--- src/rtl/locker_pkg.sv ---
// rtl/locker_pkg.sv - shared key codes, widths and state type for the locker keypad front-end
package locker_pkg;

  localparam int DIGIT_W        = 4;
  localparam int DEFAULT_DIGITS = 3;
  localparam int KEY_W          = 5;

  localparam logic [KEY_W-1:0] KEY_CLEAR = 5'h10;
  localparam logic [KEY_W-1:0] KEY_BKSP  = 5'h11;
  localparam logic [KEY_W-1:0] KEY_ENTER = 5'h12;

  typedef enum logic [2:0] {
    ST_IDLE,
    ST_COLLECT,
    ST_SUBMIT,
    ST_WAIT,
    ST_LOCKED
  } state_t;

  function automatic logic is_digit(input logic [KEY_W-1:0] code);
    return code < 5'h10;
  endfunction

endpackage

--- src/rtl/locker_timeout_counter.sv ---
// rtl/locker_timeout_counter.sv - reloadable inactivity down-counter
// expired flags the last idle cycle of the window so the caller can act on that edge.
module locker_timeout_counter #(
  parameter int TIMEOUT_CYCLES = 1000
) (
  input  logic clk,
  input  logic rst,
  input  logic load,
  input  logic en,
  output logic expired
);

  localparam int W = $clog2(TIMEOUT_CYCLES + 1);
  localparam logic [W-1:0] RELOAD = W'(TIMEOUT_CYCLES);

  logic [W-1:0] count;

  always_ff @(posedge clk or posedge rst) begin
    if (rst) begin
      count <= '0;
    end else if (load) begin
      count <= RELOAD;
    end else if (en && count != '0) begin
      count <= count - 1'b1;
    end
  end

  assign expired = en && (count == W'(1));

endmodule

--- src/rtl/locker_keypad_entry.sv ---
// rtl/locker_keypad_entry.sv - keypad digit collection, submit handshake and lockout for the users checker
module locker_keypad_entry
  import locker_pkg::*;
#(
  parameter int DIGITS         = DEFAULT_DIGITS,
  parameter int TIMEOUT_CYCLES = 1000,
  parameter int RESP_WAIT      = 2
) (
  input  logic                          Clk,
  input  logic                          Reset,
  input  logic                          KeyValid,
  input  logic [KEY_W-1:0]              KeyCode,
  input  logic [1:0]                    UserSel,
  input  logic                          Access,
  input  logic                          Alarm,
  output logic [1:0]                    User,
  output logic [DIGITS*DIGIT_W-1:0]     PassIn,
  output logic                          Enter,
  output logic [$clog2(DIGITS+1)-1:0]   DigitCount,
  output logic                          Granted,
  output logic                          Denied,
  output logic                          Locked,
  output logic                          Busy
);

  localparam int PW = DIGITS * DIGIT_W;
  localparam int CW = $clog2(DIGITS + 1);
  localparam int WW = (RESP_WAIT > 1) ? $clog2(RESP_WAIT) : 1;
  localparam logic [CW-1:0] FULL      = CW'(DIGITS);
  localparam logic [WW-1:0] WAIT_LAST = WW'(RESP_WAIT - 1);

  state_t          state, state_n;
  logic [WW-1:0]   wait_cnt, wait_n;
  logic [PW-1:0]   pass_n;
  logic [CW-1:0]   count_n;
  logic [1:0]      user_n;
  logic            enter_n, granted_n, denied_n, locked_n, busy_n;
  logic            tmo_load, tmo_en, tmo_expired;

  locker_timeout_counter #(
    .TIMEOUT_CYCLES(TIMEOUT_CYCLES)
  ) u_timeout (
    .clk    (Clk),
    .rst    (Reset),
    .load   (tmo_load),
    .en     (tmo_en),
    .expired(tmo_expired)
  );

  always_comb begin
    state_n   = state;
    wait_n    = wait_cnt;
    pass_n    = PassIn;
    count_n   = DigitCount;
    user_n    = User;
    enter_n   = 1'b0;
    granted_n = 1'b0;
    denied_n  = 1'b0;
    tmo_load  = 1'b0;
    tmo_en    = 1'b0;

    // A raised alarm overrides everything, including a key in the same cycle.
    if (Alarm) begin
      state_n = ST_LOCKED;
    end else begin
      case (state)
        ST_IDLE, ST_COLLECT: begin
          tmo_en = (state == ST_COLLECT);
          if (KeyValid) begin
            if (is_digit(KeyCode)) begin
              tmo_load = 1'b1;
              if (DigitCount < FULL) begin
                pass_n  = {PassIn[PW-DIGIT_W-1:0], KeyCode[DIGIT_W-1:0]};
                count_n = DigitCount + 1'b1;
                state_n = ST_COLLECT;
              end
            end else begin
              case (KeyCode)
                KEY_CLEAR: begin
                  tmo_load = 1'b1;
                  pass_n   = '0;
                  count_n  = '0;
                  state_n  = ST_IDLE;
                end
                KEY_BKSP: begin
                  tmo_load = 1'b1;
                  pass_n   = PassIn >> DIGIT_W;
                  if (DigitCount != '0) count_n = DigitCount - 1'b1;
                  if (DigitCount <= CW'(1)) state_n = ST_IDLE;
                end
                KEY_ENTER: begin
                  tmo_load = 1'b1;
                  if (DigitCount == FULL) begin
                    user_n  = UserSel;
                    enter_n = 1'b1;
                    state_n = ST_SUBMIT;
                  end else begin
                    denied_n = 1'b1;
                    pass_n   = '0;
                    count_n  = '0;
                    state_n  = ST_IDLE;
                  end
                end
                default: ;
              endcase
            end
          end else if (tmo_expired) begin
            pass_n  = '0;
            count_n = '0;
            state_n = ST_IDLE;
          end
        end
        ST_SUBMIT: begin
          wait_n  = '0;
          state_n = ST_WAIT;
        end
        ST_WAIT: begin
          if (wait_cnt == WAIT_LAST) begin
            granted_n = Access;
            denied_n  = !Access;
            pass_n    = '0;
            count_n   = '0;
            state_n   = ST_IDLE;
          end else begin
            wait_n = wait_cnt + 1'b1;
          end
        end
        ST_LOCKED: ;
        default: state_n = ST_IDLE;
      endcase
    end

    locked_n = (state_n == ST_LOCKED);
    busy_n   = (state_n == ST_SUBMIT) || (state_n == ST_WAIT) || (state_n == ST_LOCKED);
  end

  always_ff @(posedge Clk or posedge Reset) begin
    if (Reset) begin
      state      <= ST_IDLE;
      wait_cnt   <= '0;
      PassIn     <= '0;
      DigitCount <= '0;
      User       <= '0;
      Enter      <= 1'b0;
      Granted    <= 1'b0;
      Denied     <= 1'b0;
      Locked     <= 1'b0;
      Busy       <= 1'b0;
    end else begin
      state      <= state_n;
      wait_cnt   <= wait_n;
      PassIn     <= pass_n;
      DigitCount <= count_n;
      User       <= user_n;
      Enter      <= enter_n;
      Granted    <= granted_n;
      Denied     <= denied_n;
      Locked     <= locked_n;
      Busy       <= busy_n;
    end
  end

endmodule

--- config.mk ---
export PLATFORM = sky130hd
export DESIGN_NAME = locker_keypad_entry
export DESIGN_NICKNAME = d
export VERILOG_FILES = /design/src/rtl/locker_pkg.sv /design/src/rtl/locker_timeout_counter.sv /design/src/rtl/locker_keypad_entry.sv
export SDC_FILE = /design/constraint.sdc
export NUM_CORES = 1
export LEC_CHECK = 0
export CAP_MARGIN = 20
export CORE_AREA = 3 3 73 75
export DETAILED_ROUTE_END_ITERATION = 16
export DIE_AREA = 0 0 76 78
export GPL_TIMING_DRIVEN = 0
export SLEW_MARGIN = 10
export SYNTH_ARGS = -nofsm -noshare
export SYNTH_HDL_FRONTEND = slang
export SYNTH_SLANG_ARGS = --single-unit
--- constraint.sdc ---
create_clock -name Clk -period 5.6 [get_ports Clk]
set_clock_uncertainty 0.2 [all_clocks]
set_input_delay 1.68 -clock Clk [delete_from_list [all_inputs] [get_ports Clk]]
set_output_delay 1.68 -clock Clk [all_outputs]
set_load 0.005 [all_outputs]
==> flow_summary_export.csv, run 1 <==
group,metric,value,unit
synth,syn_inst,194,
critical_path,critPathCaptureType,"flip-flop",
routing,via_per_inst,5.20,
timing,worstMarginPinSlew,0.745,ns
critical_path,crit_fanout,10,
grt,grt_pass1_wl,7260,um
routing,wirelength,4210,um
critical_path,path_delay_family,"buffers and inverters",
pwr,leakage,0.000953,uW
timing,setup_violations,0,
placement,io_buffers,32,
timing,hold_viol_final,0,
clock_network,root_buffer,"clkbuf_8",
timing,fin_crit,3.82,ns
pwr,ir_worst_vdd,116,uV
critical_path,crit_slowest_cell,"clkdlybuf4s50_1",
synth,synth_top_area_cell,"dfrtp_1",
timing,tns,0,ns
finish,fillers,452,
worst_hold_path,hold_path.class,"reg -> reg",
routing,ant_nets,0,
clock_network,post_cts_buffers,0,
synth,syn-num-nets,211,
routing,vias,1564,
synth,synth-seq-area-share,46.8,%
critical_path,required,5.58,ns
clock_network,clk_pin_slew,0.08,ns
critical_path,start_kind,"input port",
timing,max_freq,262,MHz
finish,fin_nets,250,
routing,first_iter_violations,94,
floorplanning,dieHeight,78,um
clock_network,clkSinkCount,35,
floorplanning,io_pins,33,
finish,final_util,51.0,%
routing,remaining_drc_errors,0,
timing,slew_headroom,50.3,%
floorplanning,core,0.00472,mm2
clock_network,post_cts_resized,0,
synth,synthTopCellsByArea,"dfrtp_1, nand2_1, o21ai_0",
synth,synth_cell_types,44,
clock_network,cts_hold_buffers,0,
placement,placed_cell_area,0.00227,mm2
timing,drv_slew,0,
flow_run,maxCapViolCount,0,
clock_network,cts_buffers,5,
critical_path,max_stage_delay,0.62,ns
finish,stdcell_count,301,
synth,yosys_register_bits,35,
clock_network,clockBufferDepth,2,
floorplanning,rows,25,
outcome,status,"completed",
synth,syn_avg_cell_area,9.64,um2
routing,wl_per_cell,14.0,um
finish,drive_above_1_share,7.69,%
placement,place_hpwl,2980,um
grt,grt_max_degree,36,
timing,fin_crit_sh,68.3,%
finish,area_delta_synth_final,28.9,%
critical_path,critPathKind,"in -> reg",
grt,grt_pass1_vias,1498,
grt,antenna_found_initial,0,
floorplanning,die_x,76,um
grt,grt_util_all_layers,15.2,%
timing,finalHoldWorstSlack,0.304,ns
clock_network,cts_tree,"built",
clock_network,insertion_delay,0.29,ns
floorplanning,start_util,39.6,%
finish,fin_area,0.00241,mm2
finish,diodes,0,
grt,grt-ovfl-total,0,
timing,rsz0062_at_grt,"false",
placement,gp_congestion,0.767,
synth,yosys_warnings,0,
placement,numPlacedInstances,293,
synth,synth_top_area_share,46.8,%
critical_path,worstPathArrival,3.80,ns
critical_path,cp_cell_sequence,"clkdlybuf4s50_1 -> nor3b_1 -> and3_1 -> clkbuf_1 -> a31o_1 -> mux2_4",
pwr,power.density,254,mW/mm2
routing,dr.pass1.iters,4,
clock_network,htreeDepth,2,
critical_path,critPathBufInv,2,
synth,syn_area,0.00187,mm2
floorplanning,die_area,0.00593,mm2
## synth_stat cells
cell type and number:
nor4b_1 3, a21boi_0 1, a31o_1 1, ha_1 5, or3_1 4, a31oi_1 2, nand2_1 30, mux2_4 2
nor4_4 1, a311o_1 1, dfrtp_1 35, xor2_1 2, o21bai_1 1, xnor2_1 5, or4_1 3, a221o_1 1
nand3b_1 1, nand4_1 1, a21oi_1 3, nor4_2 2, or4b_1 2, nand3_1 3, nor2b_1 1, nand2b_1 2
a22oi_1 8, a2111oi_0 1, nor3b_1 1, and3_1 2, nor2_1 13, o31ai_1 8, a211oi_1 2, nor3_1 7
o21ai_0 14, inv_1 7, clkinv_1 1, mux2i_1 1, buf_4 1, mux2_2 2, buf_2 1, nor4_1 2
nor4bb_1 1, a211o_1 1, clkbuf_1 6, a21o_1 3
## worst paths after layout
check	startpoint	end	slack, ns	depth (start not counted)
min in group asynchronous	Reset	PassIn[8]	1.63	2
setup reg to reg	state[1]	DigitCount[1]	3.15	5
hold reg to reg	User[1]	User[1]	0.30	1
max in group asynchronous	Reset	state[2]	3.09	2
hold / removal	User[1]	User[1]	0.30	1
setup / recovery	KeyCode[4]	DigitCount[1]	1.78	6
## power by group
group	total, uW	switching (uW)	internal, uW	leakage [uW]
Sequential	276	14.0	262	0.000463
Clock	276	98.6	178	0.0000644
Combinational	60.2	30.6	29.5	0.000425
Total	612	143	469	0.000953
## cells by family after synthesis
group	share of synthesized area (%)
buf+inv	3.48
compound gates	16.9
simple gates	22.8
xor+xnor	3.28
mux	3.34
flops	46.8
fa+ha+maj	3.34
## area by class of cell
| type | instances | area (um2) | share of cell area (%) |
|---|---|---|---|
| Inverter | 8 | 30.0 | 1.25 |
| Multi-Input combinational cell | 143 | 930 | 38.6 |
| Tap cell | 67 | 83.8 | 3.48 |
| Clock buffer | 5 | 68.8 | 2.85 |
| Buffer | 8 | 35.0 | 1.45 |
| Sequential cell | 35 | 876 | 36.3 |
| Clock inverter | 3 | 67.6 | 2.80 |
| Timing Repair Buffer | 32 | 320 | 13.3 |
## worst reg2reg max path: stages (launching register included)
cell     delay (ns)
dfrtp_1        0.46
nor4b_1        0.50
nand4_1        0.18
a221o_1        0.43
a31o_1         0.26
mux2_4         0.30
## sequential cells by signal, indices dropped and copies added, names as in the netlist, 2 cells and up
| signal | flops |
|---|---|
| PassIn | 12 |
| u_timeout.count | 10 |
| state | 3 |
| DigitCount | 2 |
| User | 2 |
## stage by stage
step / power, uW / worst slack (ns)
2_1_floorplan: 315 / 2.22
3_3_place_gp: 341 / 1.44
3_5_place_dp: 342 / 1.48
4_1_cts: 618 / 1.79
5_1_grt: 635 / 1.60
6_report: 612 / 1.78
## routing by layer
layer / wire, um / share of wire [%] / GRT usage, % / vias to the layer above
met2: 1870 / 44 / 23.1 / 38
met1: 2060 / 49 / 21.1 / 736
met5: 0 / 0 / 0 / -
met3: 228 / 5.4 / 4.41 / 5
met4: 48 / 1.1 / 4.35 / 0
li1: - / - / - / 785
## cells in the final DEF (no fill, tap or decap), types with 3 or more instances in the layout
cell type	instances
nor4b_1	3
a21o_1	3
inv_1	6
a22oi_1	8
a21oi_1	3
nor3_1	7
clkbuf_1	6
dfrtp_1	35
or4_1	3
nor2_1	13
or3_1	4
nand2_1	30
xnor2_1	5
nand3_1	3
o31ai_1	8
clkbuf_8	5
o21ai_0	14
ha_1	5
clkdlybuf4s50_1	32
Note: power is estimated with default switching activity, not from simulation.
==> inputs of run 2 (changes only) <==
==> constraint.sdc (replaced) <==
create_clock -name Clk -period 4 [get_ports Clk]
set_clock_uncertainty 0.2 [all_clocks]
set_input_delay 1.2 -clock Clk [delete_from_list [all_inputs] [get_ports Clk]]
set_output_delay 1.2 -clock Clk [all_outputs]
set_load 0.005 [all_outputs]
==> results of run 2 <==
Same layout as run 1 (identical final DEF). Status: completed.
Main changes from that run: setup slack after placement 1.48 ns -> 0.360 ns; setup slack after layout 1.78 ns -> 0.656 ns; register-to-register setup slack 3.15 ns -> 1.55 ns; total power 612 uW -> 857 uW; worst IR drop on VDD 116 uV -> 162 uV
